**config.mk**
```make
export PLATFORM = sky130hd
export DESIGN_NAME = pixel_event_sequencer_flat
export DESIGN_NICKNAME = d
export VERILOG_FILES = /design/src/rtl/pixel_event_sequencer_if.sv /design/src/rtl/pixel_event_sequencer.sv /design/src/flat_wrapper.sv
export SDC_FILE = /design/constraint.sdc
export NUM_CORES = 1
export LEC_CHECK = 0
export ABC_CLOCK_PERIOD_IN_PS = 3500
export BUFFER_PORTS_ARGS = -buffer_cell sky130_fd_sc_hd__buf_2
export CAP_MARGIN = 15
export CORE_MARGIN = 3
export CORE_UTILIZATION = 60
export DETAILED_ROUTE_END_ITERATION = 8
export PLACE_DENSITY = 0.81
export SLEW_MARGIN = 30
export SYNTH_ARGS = -nofsm -noshare
export SYNTH_HDL_FRONTEND = slang
export SYNTH_SLANG_ARGS = --single-unit
export TNS_END_PERCENT = 1
```
**constraint.sdc**
```tcl
create_clock -name CLK -period 3.5 [get_ports CLK]
set_input_delay 0 -clock CLK [delete_from_list [all_inputs] [get_ports CLK]]
set_output_delay 0 -clock CLK [all_outputs]
set_load 0.02 [all_outputs]
```
**src/rtl/pixel_event_sequencer_if.sv**
```systemverilog
// Sequencer bus: DAQ run controls in, pixel-controller strobes and handshake out.
// TIMEOUT exists only when SEQ_TRG_TIMEOUT_EN is defined.
interface pixel_event_sequencer_if #(
  parameter int EVT_CNT_W = 8
);
  logic                 START;
  logic                 STOP;
  logic                 TRG_MODE_IN;
  logic                 TRG_IN;
  logic [EVT_CNT_W-1:0] EVT_NUM;
  logic                 PIX_RESET_BUSY;
  logic                 MEM_SET_DONE;
  logic                 LAST_MEM;
  logic                 PIX_RESET;
  logic                 PIX_STORE;
  logic                 MEM_SET_EN;
  logic                 MEM_SET_CLR;
  logic                 TRG_MODE;
  logic                 TRG_DET;
  logic                 EVT_NUM_END;
  logic                 BUSY;
  logic [EVT_CNT_W-1:0] EVT_CNT;
`ifdef SEQ_TRG_TIMEOUT_EN
  logic                 TIMEOUT;
`endif

  modport master (
`ifdef SEQ_TRG_TIMEOUT_EN
    output TIMEOUT,
`endif
    input  START, STOP, TRG_MODE_IN, TRG_IN, EVT_NUM,
    input  PIX_RESET_BUSY, MEM_SET_DONE, LAST_MEM,
    output PIX_RESET, PIX_STORE, MEM_SET_EN, MEM_SET_CLR,
    output TRG_MODE, TRG_DET, EVT_NUM_END, BUSY, EVT_CNT
  );

  modport slave (
`ifdef SEQ_TRG_TIMEOUT_EN
    input  TIMEOUT,
`endif
    output START, STOP, TRG_MODE_IN, TRG_IN, EVT_NUM,
    output PIX_RESET_BUSY, MEM_SET_DONE, LAST_MEM,
    input  PIX_RESET, PIX_STORE, MEM_SET_EN, MEM_SET_CLR,
    input  TRG_MODE, TRG_DET, EVT_NUM_END, BUSY, EVT_CNT
  );
endinterface

```
**src/rtl/pixel_event_sequencer.sv**
```systemverilog
// Event sequencer for the pixel controller: store window, reset pulses, memory-advance handshake.
// Define SEQ_TRG_TIMEOUT_EN to add the trigger-mode timeout and the sticky TIMEOUT flag.
module pixel_event_sequencer #(
  parameter int STORE_LEN   = 75,
  parameter int EVT_CNT_W   = 8,
  parameter int TRG_TIMEOUT = 1000
) (
  input logic                     CLK,
  input logic                     NRST_X,
  pixel_event_sequencer_if.master bus
);
  localparam int WIN_W = $clog2(STORE_LEN + 1);

  typedef enum logic [2:0] {
    S_IDLE, S_ARM, S_OPEN, S_INTEG, S_CLOSE, S_MEMSET, S_CLR, S_NEXT
  } state_t;

  state_t               state_q, state_d;
  logic [WIN_W-1:0]     win_q, win_d;
  logic                 trg_mode_q, trg_mode_d;
  logic [EVT_CNT_W-1:0] evt_num_q, evt_num_d;
  logic [EVT_CNT_W-1:0] evt_cnt_q, evt_cnt_d;
  logic                 evt_end_q, evt_end_d;
  logic                 stop_pend_q, stop_pend_d;
  logic                 trg_pend_q, trg_pend_d;
  logic                 trg_hit_q, trg_hit_d;
  logic                 pix_store_q, pix_store_d;
  logic                 pix_reset_q, pix_reset_d;
  logic                 trg_det_q, trg_det_d;
  logic                 mem_set_en_q, mem_set_en_d;
  logic                 mem_set_clr_q, mem_set_clr_d;
  logic                 busy_q, busy_d;
  logic                 trg_seen;
  logic                 mem_ack;

`ifdef SEQ_TRG_TIMEOUT_EN
  localparam int TMO_W = $clog2(TRG_TIMEOUT + 1);
  logic [TMO_W-1:0] tmo_q, tmo_d;
  logic             timeout_q, timeout_d;
`endif

  // A trigger seen while the controller is busy stays pending until it can be honoured.
  assign trg_seen = bus.TRG_IN | trg_pend_q;
  // DONE counts only while MEM_SET_EN is visible to the controller.
  assign mem_ack  = mem_set_en_q & bus.MEM_SET_DONE;

  always_comb begin
    state_d     = state_q;
    win_d       = win_q;
    trg_mode_d  = trg_mode_q;
    evt_num_d   = evt_num_q;
    evt_cnt_d   = evt_cnt_q;
    evt_end_d   = evt_end_q;
    stop_pend_d = stop_pend_q;
    trg_pend_d  = 1'b0;
    trg_hit_d   = trg_hit_q;
`ifdef SEQ_TRG_TIMEOUT_EN
    tmo_d       = tmo_q;
    timeout_d   = timeout_q;
`endif
    case (state_q)
      S_IDLE: begin
        if (bus.START) begin
          state_d     = S_ARM;
          trg_mode_d  = bus.TRG_MODE_IN;
          evt_num_d   = bus.EVT_NUM;
          evt_cnt_d   = '0;
          evt_end_d   = 1'b0;
          stop_pend_d = bus.STOP;
`ifdef SEQ_TRG_TIMEOUT_EN
          timeout_d   = 1'b0;
`endif
        end
      end
      S_ARM:  state_d = S_OPEN;
      S_OPEN: begin
        state_d   = S_INTEG;
        win_d     = WIN_W'(1);
        trg_hit_d = 1'b0;
`ifdef SEQ_TRG_TIMEOUT_EN
        tmo_d     = TMO_W'(1);
`endif
      end
      S_INTEG: begin
        if (!trg_mode_q) begin
          if (win_q != WIN_W'(STORE_LEN)) win_d = win_q + 1'b1;
          else if (!bus.PIX_RESET_BUSY) state_d = S_CLOSE;
        end else if (trg_seen && !bus.PIX_RESET_BUSY) begin
          state_d   = S_CLOSE;
          trg_hit_d = 1'b1;
        end else begin
          trg_pend_d = trg_seen;
`ifdef SEQ_TRG_TIMEOUT_EN
          if (tmo_q != TMO_W'(TRG_TIMEOUT)) tmo_d = tmo_q + 1'b1;
          else if (!bus.PIX_RESET_BUSY) begin
            state_d   = S_CLOSE;
            timeout_d = 1'b1;
          end
`endif
        end
      end
      S_CLOSE: state_d = S_MEMSET;
      S_MEMSET: begin
        if (mem_ack) begin
          if (evt_cnt_q != '1) evt_cnt_d = evt_cnt_q + 1'b1;
          state_d = bus.LAST_MEM ? S_CLR : S_NEXT;
        end
      end
      S_CLR:  state_d = S_NEXT;
      S_NEXT: begin
        if ((evt_num_q != '0) && (evt_cnt_q == evt_num_q)) begin
          evt_end_d = 1'b1;
          state_d   = S_IDLE;
        end else if (stop_pend_q || bus.STOP) begin
          state_d = S_IDLE;
        end else begin
          state_d = S_ARM;
        end
      end
      default: state_d = S_IDLE;
    endcase
    if (state_q != S_IDLE) begin
      if (state_d == S_IDLE) stop_pend_d = 1'b0;
      else if (bus.STOP)     stop_pend_d = 1'b1;
    end
  end

  // Output strobes are registered decodes of the current state, one edge behind it.
  always_comb begin
    pix_store_d   = (state_q == S_ARM) || (state_q == S_OPEN) ||
                    (state_q == S_INTEG) || (state_q == S_CLOSE);
    pix_reset_d   = (state_q == S_OPEN) || (state_q == S_CLOSE);
    trg_det_d     = (state_q == S_CLOSE) && trg_hit_q;
    mem_set_en_d  = (state_q == S_MEMSET) && !mem_ack;
    mem_set_clr_d = (state_q == S_CLR);
    busy_d        = (state_q != S_IDLE);
  end

  always_ff @(posedge CLK or negedge NRST_X) begin
    if (!NRST_X) begin
      state_q       <= S_IDLE;
      win_q         <= '0;
      trg_mode_q    <= 1'b0;
      evt_num_q     <= '0;
      evt_cnt_q     <= '0;
      evt_end_q     <= 1'b0;
      stop_pend_q   <= 1'b0;
      trg_pend_q    <= 1'b0;
      trg_hit_q     <= 1'b0;
      pix_store_q   <= 1'b0;
      pix_reset_q   <= 1'b0;
      trg_det_q     <= 1'b0;
      mem_set_en_q  <= 1'b0;
      mem_set_clr_q <= 1'b0;
      busy_q        <= 1'b0;
    end else begin
      state_q       <= state_d;
      win_q         <= win_d;
      trg_mode_q    <= trg_mode_d;
      evt_num_q     <= evt_num_d;
      evt_cnt_q     <= evt_cnt_d;
      evt_end_q     <= evt_end_d;
      stop_pend_q   <= stop_pend_d;
      trg_pend_q    <= trg_pend_d;
      trg_hit_q     <= trg_hit_d;
      pix_store_q   <= pix_store_d;
      pix_reset_q   <= pix_reset_d;
      trg_det_q     <= trg_det_d;
      mem_set_en_q  <= mem_set_en_d;
      mem_set_clr_q <= mem_set_clr_d;
      busy_q        <= busy_d;
    end
  end

`ifdef SEQ_TRG_TIMEOUT_EN
  always_ff @(posedge CLK or negedge NRST_X) begin
    if (!NRST_X) begin
      tmo_q     <= '0;
      timeout_q <= 1'b0;
    end else begin
      tmo_q     <= tmo_d;
      timeout_q <= timeout_d;
    end
  end

  assign bus.TIMEOUT = timeout_q;
`endif

  assign bus.PIX_RESET   = pix_reset_q;
  assign bus.PIX_STORE   = pix_store_q;
  assign bus.MEM_SET_EN  = mem_set_en_q;
  assign bus.MEM_SET_CLR = mem_set_clr_q;
  assign bus.TRG_MODE    = trg_mode_q;
  assign bus.TRG_DET     = trg_det_q;
  assign bus.EVT_NUM_END = evt_end_q;
  assign bus.BUSY        = busy_q;
  assign bus.EVT_CNT     = evt_cnt_q;
endmodule

```
**src/flat_wrapper.sv**
```systemverilog
// flat-port wrapper written by rule: the top's interface ports become plain ports
module pixel_event_sequencer_flat 
#(
  parameter int STORE_LEN   = 75,
  parameter int EVT_CNT_W   = 8,
  parameter int TRG_TIMEOUT = 1000
)
  (CLK, NRST_X, bus_START, bus_STOP, bus_TRG_MODE_IN, bus_TRG_IN, bus_EVT_NUM, bus_PIX_RESET_BUSY, bus_MEM_SET_DONE, bus_LAST_MEM, bus_PIX_RESET, bus_PIX_STORE, bus_MEM_SET_EN, bus_MEM_SET_CLR, bus_TRG_MODE, bus_TRG_DET, bus_EVT_NUM_END, bus_BUSY, bus_EVT_CNT);
  pixel_event_sequencer_if #(.EVT_CNT_W(EVT_CNT_W)) bus_i ();
  input logic CLK;
  input logic NRST_X;
  input wire logic [$bits(bus_i.START)-1:0] bus_START;
  input wire logic [$bits(bus_i.STOP)-1:0] bus_STOP;
  input wire logic [$bits(bus_i.TRG_MODE_IN)-1:0] bus_TRG_MODE_IN;
  input wire logic [$bits(bus_i.TRG_IN)-1:0] bus_TRG_IN;
  input wire logic [$bits(bus_i.EVT_NUM)-1:0] bus_EVT_NUM;
  input wire logic [$bits(bus_i.PIX_RESET_BUSY)-1:0] bus_PIX_RESET_BUSY;
  input wire logic [$bits(bus_i.MEM_SET_DONE)-1:0] bus_MEM_SET_DONE;
  input wire logic [$bits(bus_i.LAST_MEM)-1:0] bus_LAST_MEM;
  output wire logic [$bits(bus_i.PIX_RESET)-1:0] bus_PIX_RESET;
  output wire logic [$bits(bus_i.PIX_STORE)-1:0] bus_PIX_STORE;
  output wire logic [$bits(bus_i.MEM_SET_EN)-1:0] bus_MEM_SET_EN;
  output wire logic [$bits(bus_i.MEM_SET_CLR)-1:0] bus_MEM_SET_CLR;
  output wire logic [$bits(bus_i.TRG_MODE)-1:0] bus_TRG_MODE;
  output wire logic [$bits(bus_i.TRG_DET)-1:0] bus_TRG_DET;
  output wire logic [$bits(bus_i.EVT_NUM_END)-1:0] bus_EVT_NUM_END;
  output wire logic [$bits(bus_i.BUSY)-1:0] bus_BUSY;
  output wire logic [$bits(bus_i.EVT_CNT)-1:0] bus_EVT_CNT;
  assign bus_i.START = bus_START;
  assign bus_i.STOP = bus_STOP;
  assign bus_i.TRG_MODE_IN = bus_TRG_MODE_IN;
  assign bus_i.TRG_IN = bus_TRG_IN;
  assign bus_i.EVT_NUM = bus_EVT_NUM;
  assign bus_i.PIX_RESET_BUSY = bus_PIX_RESET_BUSY;
  assign bus_i.MEM_SET_DONE = bus_MEM_SET_DONE;
  assign bus_i.LAST_MEM = bus_LAST_MEM;
  assign bus_PIX_RESET = bus_i.PIX_RESET;
  assign bus_PIX_STORE = bus_i.PIX_STORE;
  assign bus_MEM_SET_EN = bus_i.MEM_SET_EN;
  assign bus_MEM_SET_CLR = bus_i.MEM_SET_CLR;
  assign bus_TRG_MODE = bus_i.TRG_MODE;
  assign bus_TRG_DET = bus_i.TRG_DET;
  assign bus_EVT_NUM_END = bus_i.EVT_NUM_END;
  assign bus_BUSY = bus_i.BUSY;
  assign bus_EVT_CNT = bus_i.EVT_CNT;
  pixel_event_sequencer #(.STORE_LEN(STORE_LEN), .EVT_CNT_W(EVT_CNT_W), .TRG_TIMEOUT(TRG_TIMEOUT)) u_core (.CLK(CLK), .NRST_X(NRST_X), .bus(bus_i));
endmodule
```
==> results <==
- The run finished with clean final reports.
- The core region area is 0.003078 mm2.
- Static timing analysis puts the maximum clock frequency at 471.5 MHz.
- The data arrival time of the critical path is 2.31 ns.
- The initial detailed-routing violation count is 120.
- The count of input and output buffers is 32.
- The largest net degree at the start of global routing is 38.
- The count of unresolved DRC violations after routing is 0.
- The final critical delay including setup and external delays is 2.121 ns.
- STA classifies the critical path startpoint as a flip-flop.
- In this run the number of H-tree levels came out at 2.
- Post-CTS timing repair inserted 0 buffers for setup.
- The fraction of the yosys area taken by sequential cells is 47.38%.
- At the end of the flow, the number of nets in the layout was 262.
- The total power density per cell area is 653.7 mW/mm2.
- The count of cell types in the netlist is 49.
- In this run the horizontal extent of the chip is 63.07 um.
- The area growth from synthesis to layout is 19.21%.
- Across the routed clock network, the largest skew measured is 0.01104 ns.
- At the pin with the least slew margin, the transition time is 0.8608 ns.
- The antenna diode count is 0.
- Across all hold checks on the routed design, the worst slack comes to 0.1007 ns.
- Dividing the synthesized area by the synthesized cell count gives 9.627 um2.
- Summed over all failing endpoints, the final setup total negative slack is 0 ns.
- The root buffer cell is clkbuf_4.
- The final route contains 1701 vias.
- Setup repair after global routing left no endpoint under its margin.
- The count of pins over their slew limit came to 0.
- The half-perimeter wire length after detailed placement is 2958 um.
- The clock buffer count from CTS is 5.
- The total iterations of the first detailed-routing run is 4.
- The number of global-route vias before repair was 1697.
- After clock tree synthesis, the clock-pin slew on the worst setup and hold paths is 0.12 ns.
- Dividing the detail-routed via count by the number of cells gives 5.906.
- CTS saw 37 sinks.
- After detailed routing, the average wire length per cell comes to 15.18 um.
- The area of the die is 0.003978 mm2.
- Counting every net in the synthesized netlist gives 222.
- The highest net fanout along the worst path is 23.
- The TritonCTS clock tree is yes.
- The total global routing overflow is 0.
- The post-layout worst setup margin is 1.379 ns.
- The initial cell density of the core is 63.50%.
- The overall die height is 63.07 um.
- Counting flops with a built-in enable in the synthesized netlist gives 0.
- The synthesized netlist occupies a cell area of 0.001954 mm2.
- IR analysis of the VDD net gives a maximum drop of 0.0004425 V.
- For this run, the share of the core covered by cells in the final layout is 75.69%.
- The number of failing setup endpoints in the final timing report is 0.
- Cells with a size suffix above 1 make up 20.49% of the layout.
- The fraction of registers with async set/reset is 100.0%.
- The I/O pin count is 33.
- The worst setup path is captured at a flip-flop.
- STA puts the critical path data required time at 3.69 ns.
- The number of antenna violations at the first check in global routing is 0.
- The number of register bits inferred by synthesis is 37.
- Global routing used 23.92% of the available tracks across all layers.
- The number of cells produced by synthesis is 203.
- At the placement stage, the worst setup path has a slack of 1.461 ns.
- The prevailing post-synth register cell is dfrtp_1.
- The number of rows created at floorplan is 20.
- After detailed routing, the total wire length is 4371 um.
- The first-pass GRT wire length is 7514 um.
- The headroom to the max-slew limit is 42.40%.
- The number of warnings issued by yosys is 0.
- The remaining antenna violation count after routing is 0.
- The path class of the tightest hold or removal check is input port to flip-flop.
- At the end of routability-driven placement, the weighted congestion stood at 0.8580.
- The buffer depth of the longest clock path is 2.
- Max-cap violations in this run came to 0.
- The post-route clock period utilization is 60.60%.
- The final number of hold-violating endpoints was 0.
- Fill cells in the final layout number 220.
- The start-to-end type of the worst setup path is flip-flop to flip-flop.
- The clock reaches the later pin of the worst-skew pair after 0.35 ns.
- The total leakage power is 0.001135 uW.
- The finished cells cover 0.002330 mm2.
- Once placement finished, the instance area stood at 0.002097 mm2.
[metrics by stage]
stage	power, uW	cells
floorplan	1039	203
global placement	1105	267
detailed placement	1150	267
CTS	1532	288
global route	1623	288
finish	1523	288
[state kept, by name, summed over array words and instances (netlist names)]
signal and count:
u_core.bus.MEM_SET_CLR 1, u_core.state_q 3, u_core.bus.EVT_NUM_END 1, u_core.bus.PIX_STORE 1, u_core.bus.EVT_CNT 8, u_core.trg_pend_q 1
u_core.trg_hit_q 1, u_core.bus.MEM_SET_EN 1, u_core.win_q 7, u_core.bus.PIX_RESET 1, u_core.bus.TRG_DET 1, u_core.stop_pend_q 1
u_core.bus.TRG_MODE 1, u_core.evt_num_q 8, u_core.bus.BUSY 1
[final timing paths]
kind                                         from                endpoint  slack, ns  cells after the start
min reg2reg                u_core.bus.EVT_NUM_END  u_core.bus.EVT_NUM_END       0.49                      2
max reg2reg                     u_core.state_q[0]   u_core.bus.EVT_CNT[7]       1.38                      3
max                             u_core.state_q[0]   u_core.bus.EVT_CNT[7]       1.38                      3
min                              bus_MEM_SET_DONE   u_core.bus.MEM_SET_EN       0.10                      4
min in group asynchronous                  NRST_X         u_core.win_q[3]       0.27                      2
max in group asynchronous                  NRST_X     u_core.evt_num_q[1]       2.72                      2
[layer usage]
layer / GRT usage (%) / vias to the layer above / part of all wire, %
met1: 26.74 / 828 / 40
met2: 43.74 / 57 / 54
met5: 0 / - / 0
met3: 5.526 / 6 / 5.0
li1: - / 810 / -
met4: 9.091 / 0 / 1.1
[critical path: stages (launching register included)]
cell     delay, ns
dfrtp_1       0.66
or3_4         0.46
nor2_1        0.66
nor3_1        0.17
[timing repair]
item,CTS,global route
hold buffers,13,0
resized for setup,0,0
endpoints found under the hold margin,50,0
[cells in the final DEF (no fill, tap or decap), drive strengths merged, types with 4 or more instances in the layout]
cell type,synthesis,routed
nand2,41,41
dfrtp,37,37
buf,8,32
nand3,14,14
dlygate4sd3,0,13
xor2,9,9
o21ai,8,8
nor3,8,8
nor2,5,5
nor4,5,5
a22o,5,5
a21oi,5,5
inv,5,5
clkbuf,4,5
nand2b,4,4
nand3b,4,4
[power by group]
group,internal [uW],leakage [uW],switching (uW),total [uW]
sequential,540,0.000471,162,702
combinational,213,0.000609,242,455
clock,221,0.0000552,144,365
[cells by family (layout without fill, tap and decap cells)]
kind of cell               Yosys count  count (layout)  synth area share, %
AOI/OAI and AO/OA                   33              33                12.36
DFF                                 37              37                47.38
xor gates and xnor gates            10              10                4.482
adders and majority gates            2               2                1.280
muxes                                3               3                1.664
and+or+nand+nor                    101             101                28.17
buffers and inverters               17              58                4.673
[cells in the mapped netlist, types with 2 or more instances]
cell type / number / area, um2
inv_1: 5 / 18.77
nor2b_1: 2 / 12.51
a211oi_1: 2 / 15.01
mux2_2: 2 / 22.52
a21oi_1: 5 / 25.02
clkbuf_1: 4 / 15.01
xor2_1: 9 / 78.83
nor2_1: 5 / 18.77
buf_6: 3 / 33.78
nand3b_1: 3 / 22.52
o21ai_0: 7 / 35.03
or4_1: 2 / 15.01
buf_2: 4 / 20.02
nand2_1: 41 / 153.9
ha_1: 2 / 25.02
dfrtp_1: 37 / 925.9
a31oi_1: 2 / 12.51
nand4b_1: 2 / 17.52
and4_1: 2 / 17.52
a22o_1: 5 / 43.79
a211o_1: 2 / 17.52
nor4_1: 5 / 31.28
nor3_1: 7 / 35.03
or4b_1: 2 / 20.02
o22a_1: 2 / 17.52
and3_1: 2 / 12.51
nand3_1: 14 / 70.07
nand2b_1: 4 / 25.02
[cell type report]
cell class	count	area [um2]	area share [%]
Multi-Input combinational cell	149	937.1	40.23
Sequential cell	37	925.9	39.74
Timing Repair Buffer	45	290.3	12.46
Clock inverter	3	65.06	2.793
Tap cell	44	55.05	2.363
Clock buffer	5	37.54	1.611
Inverter	5	18.77	0.8056
Note: power is estimated with default switching activity, not from simulation.
